### src/rtl/mdu.sv
// Iterative multiply/divide unit holding the architectural HI/LO registers.
// Latency: MULT/MULTU/DIV/DIVU 33 cycles accept-to-result; MTHI/MTLO 0 extra cycles.
// Backpressure: busy is high from the cycle after accept until the result is written; start is ignored meanwhile.
//
// Ports: clk, rstn (async active-low) | start, mdop[2:0], A[31:0], B[31:0] request |
//        busy, done (one-cycle pulse after an iterative op writes HI/LO) | hi, lo architectural registers.
// Optional feature: define MDU_DIV_EN to build the divider; without it DIV/DIVU are ignored like mdop 11x.
module mdu (
  input  logic        clk,
  input  logic        rstn,
  input  logic        start,
  input  logic [2:0]  mdop,
  input  logic [31:0] A,
  input  logic [31:0] B,
  output logic        busy,
  output logic        done,
  output logic [31:0] hi,
  output logic [31:0] lo
);

  typedef enum logic [1:0] {IDLE, CALC, FIX} state_t;

  state_t      state, state_nxt;
  logic [4:0]  cnt;
  logic [31:0] wh;       // product high half / partial remainder
  logic [31:0] wl;       // multiplier then product low half / dividend then quotient
  logic [31:0] dv;       // multiplicand or divisor magnitude
  logic        neg_lo;   // negate product or quotient at FIX

  logic        sgn;
  logic        op_mul, op_div, op_mthi, op_mtlo;
  logic        accept, mthi_wr, mtlo_wr, fix;
  logic [31:0] a_mag, b_mag;
  logic [32:0] sum33;
  logic [63:0] prod_fix;

`ifdef MDU_DIV_EN
  logic        is_div;
  logic        neg_hi;   // remainder follows the dividend's sign
  logic        div0;
  logic [32:0] trial;
`endif

  // MULT and DIV are the signed variants (mdop[0] == 0).
  assign sgn     = ~mdop[0];
  assign op_mul  = start && (mdop[2:1] == 2'b00);
`ifdef MDU_DIV_EN
  assign op_div  = start && (mdop[2:1] == 2'b01);
`else
  assign op_div  = 1'b0;
`endif
  assign op_mthi = start && (mdop == 3'b100);
  assign op_mtlo = start && (mdop == 3'b101);

  assign a_mag = (sgn && A[31]) ? (32'd0 - A) : A;
  assign b_mag = (sgn && B[31]) ? (32'd0 - B) : B;

  assign sum33    = {1'b0, wh} + {1'b0, dv};
  assign prod_fix = neg_lo ? (64'd0 - {wh, wl}) : {wh, wl};
`ifdef MDU_DIV_EN
  assign trial    = {wh, wl[31]} - {1'b0, dv};
`endif

  always_ff @(posedge clk or negedge rstn) begin
    if (!rstn) state <= IDLE;
    else       state <= state_nxt;
  end

  always_comb begin
    state_nxt = state;
    accept    = 1'b0;
    mthi_wr   = 1'b0;
    mtlo_wr   = 1'b0;
    fix       = 1'b0;
    case (state)
      IDLE: begin
        mthi_wr = op_mthi;
        mtlo_wr = op_mtlo;
        if (op_mul || op_div) begin
          accept    = 1'b1;
          state_nxt = CALC;
        end
      end
      CALC: if (cnt == 5'd31) state_nxt = FIX;
      FIX: begin
        fix       = 1'b1;
        state_nxt = IDLE;
      end
      default: state_nxt = IDLE;
    endcase
  end

  // Work registers: operands are stored as magnitudes, sign fixed once at FIX.
  always_ff @(posedge clk or negedge rstn) begin
    if (!rstn) begin
      cnt    <= '0;
      wh     <= '0;
      wl     <= '0;
      dv     <= '0;
      neg_lo <= 1'b0;
`ifdef MDU_DIV_EN
      is_div <= 1'b0;
      neg_hi <= 1'b0;
      div0   <= 1'b0;
`endif
    end else if (accept) begin
      cnt    <= '0;
      wh     <= '0;
      wl     <= a_mag;
      dv     <= b_mag;
      neg_lo <= sgn && (A[31] ^ B[31]);
`ifdef MDU_DIV_EN
      is_div <= mdop[1];
      neg_hi <= sgn && A[31];
      div0   <= (B == 32'd0);
`endif
    end else if (state == CALC) begin
      cnt <= cnt + 5'd1;
`ifdef MDU_DIV_EN
      if (is_div) begin
        // Restoring step; a divisor of zero never "fails", so wh simply
        // shifts the dividend magnitude back in, which FIX relies on.
        if (!trial[32]) begin
          wh <= trial[31:0];
          wl <= {wl[30:0], 1'b1};
        end else begin
          wh <= {wh[30:0], wl[31]};
          wl <= {wl[30:0], 1'b0};
        end
      end else
`endif
      begin
        if (wl[0]) {wh, wl} <= {sum33, wl[31:1]};
        else       {wh, wl} <= {1'b0, wh, wl[31:1]};
      end
    end
  end

  always_ff @(posedge clk or negedge rstn) begin
    if (!rstn) begin
      hi   <= '0;
      lo   <= '0;
      busy <= 1'b0;
      done <= 1'b0;
    end else begin
      busy <= (state_nxt != IDLE);
      done <= fix;
      if (mthi_wr) hi <= A;
      if (mtlo_wr) lo <= A;
      if (fix) begin
`ifdef MDU_DIV_EN
        if (is_div) begin
          // Divide by zero: wh holds |A| and neg_hi restores A's sign, giving A back.
          hi <= neg_hi ? (32'd0 - wh) : wh;
          lo <= div0 ? 32'hFFFF_FFFF : (neg_lo ? (32'd0 - wl) : wl);
        end else
`endif
        begin
          hi <= prod_fix[63:32];
          lo <= prod_fix[31:0];
        end
      end
    end
  end

endmodule

### config.mk
export PLATFORM = sky130hd
export DESIGN_NAME = mdu
export DESIGN_NICKNAME = d
export VERILOG_FILES = /design/src/rtl/mdu.sv
export SDC_FILE = /design/constraint.sdc
export NUM_CORES = 1
export LEC_CHECK = 0
export CAP_MARGIN = 25
export CORE_MARGIN = 3
export CORE_UTILIZATION = 39
export DETAILED_ROUTE_END_ITERATION = 8
export PLACE_DENSITY = 0.57
export RECOVER_POWER = 100
export SLEW_MARGIN = 15
export SYNTH_ARGS = -nofsm -noshare
export SYNTH_HDL_FRONTEND = slang
export SYNTH_SLANG_ARGS = --single-unit
### constraint.sdc
create_clock -name clk -period 2.6 [get_ports clk]
set_input_delay 0.78 -clock clk [delete_from_list [all_inputs] [get_ports clk]]
set_output_delay 0.78 -clock clk [all_outputs]
set_load 0.05 [all_outputs]
==> out/summary.txt <==
Max-slew headroom - -43.6%
Fill cells - 2,674
Wire length on met2 - 17,600 µm
Static leakage - 7.06 nW
Hold_ws - 0.486 ns
CTS tree - done
#FFs+latches synth - 170
# clock sinks - 170
Slowest Stage Delay on Critical Path - 0.55 ns
# Max-Cap Violations - 1
WP data arrival - 3.27 ns
Avg Inst Size Synth - 8.39 µm²
Placed cells - 2,056
Gp weighted congestion - 0.905
Congestion Overflow GR - 0
ANT cells - 0
Io pins - 136
Met3 Routed Length - 1510 µm
Failing checks - capacitance limit, slew limit, setup timing
Initial DRC Count - 723
Family with the most delay on the worst path - simple AND/OR/NAND/NOR gates
Number of vias per cell - 5.42
# DRC - 0
H-tree depth - 4
Status - finished, violations left
Tightest Pin Transition - 2.15 ns
Setup ws final - -0.363 ns
Top-count cell post-synth - nand2_1
Crit path capture type - flip-flop
Max IR drop VDD - 0.000538 V
Ys async rst share - 100%
Fin nets - 1,816
Clk_skew - 0.0138 ns
# rows - 62
CTS Buf Count - 17
Share of cells above drive strength 1 - 24.3%
Top post-synthesis cells by area - dfrtp_1 37%, nand2_1 7.1%, xnor2_1 6.8%
Core Region - 29,000 µm²
First-pass GRT wire length - 58,800 µm
Sequential share of power - 24.6%
Clk pwr share - 12.6%
Fmax achieved - 337 MHz
Largest net degree at the start of global routing - 51
Sw Share - 47.1%
Routed wire per std cell - 17.6 µm
Synthesized area - 11,600 µm²
Pwr/cell area - 1270 nW/µm²
CP Class - reg -> reg
Final WL - 37,000 µm
Cells along the critical path - or4_4 -> or4b_4 -> and4b_2 -> nand4_2 -> or4_4 -> o21ai_2 -> xor2_1 -> a21oi_1
Worst-path clk slew - 0.07 ns
Vias in the first global route - 11.1k
Clock latency on the worst-skew pair - 0.43 ns
Die width - 178 µm
Initial antenna violation count - 0
Worst endpoint required time - 2.91 ns
Highest metal used - met4
Unrepaired setup endpoints after global routing - true
Syn Nets - 1,489
GRT Util Overall - 23.2%
Vias - 11.4k
CP Max Fanout - 4
Initial Util - 39.9%
Combinational Power Share - 62.7%
Root Driver - clkbuf_16
Final min period - 2.96 ns
Largest area contributor in the synthesized netlist - dfrtp_1
Antenna-violating nets left - 0
Post-synth EDFFs - 0
PortBufs - 135
Slowest stage cell, crit path - or4_4
Synth top area share - 36.7%
Detailed placement HPWL - 27,900 µm
Non-filler cells, final - 2,105
Die Area - 31,800 µm²
Final Setup Violations - 58
CP most frequent cell - or4_4
Syn Inst Count - 1,381
Synth Warn # - 0
Final core occ - 56.8%
Final period util - 114%
Max Slew Vio Count - 37
M1 WL - 17,400 µm
Worst setup SP type - flip-flop
Sequential area share after synthesis - 36.7%
Clock Tree Buf Depth - 2
Main synth FF type - dfrtp_1
Syn-to-layout area delta - 42.1%
P_int - 11.1 mW
Sw power - 9.85 mW
Drt first pass iters - 4
Die Ht - 178 µm
Hold/Removal Path Class - reg -> reg
Buf/Inv on CP - 0
Fin. Hold Viols - 0
Unique cell type count in the Yosys netlist - 61
Ranking of synthesized cells by instance count - 219 x nand2_1, 170 x dfrtp_1, 157 x o21ai_0
## state kept, by name (all words and copies together), names as in the netlist
name    cells
wh         32
cnt         5
wl         32
busy        1
lo         32
dv         32
state       2
neg_lo      1
done        1
hi         32
## power by group through the flow
stage	clock (mW)	sequential (mW)	combinational, mW
after global placement	0	5.04	12.1
after floorplan	0	6.60	6.00
after CTS	2.70	5.11	12.8
final	2.64	5.15	13.1
after global routing	2.81	5.30	14.3
after detailed placement	0	5.08	12.2
## worst paths after layout
kind | start | to | slack [ns] | depth (start not counted)
worst min-delay path | dv[22] | dv[22] | 0.49 | 2
worst max-delay path | wl[24] | hi[24] | -0.36 | 8
worst max register to register | wl[24] | hi[24] | -0.36 | 8
worst min register to register | dv[22] | dv[22] | 0.49 | 2
max in group asynchronous | rstn | wh[16] | 0.21 | 1
min in group asynchronous | rstn | wl[8] | 0.97 | 1
## timing repair
item,in CTS,in global routing
pin swaps,23,53
resized for setup,89,107
setup buffers,9,10
setup endpoints to repair,54,80
cloned,0,0
hold buffers,0,0
## layout make-up
| cell class | instances | area [µm²] | share of cell area (%) |
|---|---|---|---|
| clock buffers | 18 | 439 | 2.67 |
| clock inverters | 14 | 161 | 0.980 |
| inverters | 16 | 60.1 | 0.365 |
| multi-input cells | 1116 | 7780 | 47.2 |
| flip-flops and latches | 170 | 4260 | 25.9 |
| well taps | 384 | 480 | 2.92 |
| repair buffers | 387 | 3290 | 20.0 |
## layout by cell type (no fill, tap or decap), drive strengths merged, types with 7 or more instances in the layout
cell type / instances
buf: 231
nand2: 219
dfrtp: 170
o21ai: 162
nor2: 109
xnor2: 90
a21oi: 85
dlygate4sd3: 67
clkdlybuf4s50: 64
xor2: 58
mux2i: 48
clkbuf: 40
a31oi: 38
ha: 37
o31ai: 31
inv: 21
nand3: 21
a21o: 19
mux2: 18
or3: 17
nor4: 16
a22oi: 15
o41ai: 15
nor3: 13
or4: 12
nand4: 10
o21bai: 10
nand2b: 9
nor2b: 8
and3: 8
o211ai: 7
## cell families (layout without fill, tap and decap cells)
| family | after synthesis | in the layout | share of synthesized area [%] |
|---|---|---|---|
| muxes | 66 | 66 | 5.90 |
| DFF | 170 | 170 | 36.7 |
| buffers and inverters | 95 | 435 | 3.11 |
| adders and majority gates | 38 | 38 | 4.17 |
| xor gates and xnor gates | 148 | 148 | 11.2 |
| AOI/OAI and AO/OA | 403 | 403 | 20.8 |
| and+or+nand+nor | 461 | 461 | 18.1 |
## tightest hold or removal path: stages (launching register included)
cell and delay, ns:
dfrtp_1 0.34, nand2_1 0.05, o21ai_0 0.06
## metal layers
layer / up-vias / global-route usage (%)
met3: 37 / 2.83
li1: 5600 / -
met5: - / 0
met4: 0 / 5.84
met1: 5507 / 32.2
met2: 260 / 38.4
## per-stage QoR
| stage | power, mW | cell area (µm²) | TNS, ns | setup slack (ns) |
|---|---|---|---|---|
| after CTS | 20.6 | 16200 | -7.07 | -0.351 |
| after global routing | 22.4 | 16500 | -19.39 | -0.450 |
| after global placement | 17.2 | 15100 | -19.36 | -0.468 |
| final | 20.9 | 16500 | -9.56 | -0.363 |
| after floorplan | 12.6 | 11600 | -2.28 | -0.301 |
| after detailed placement | 17.3 | 15100 | -21.56 | -0.545 |
Note: power is estimated with default switching activity, not from simulation.
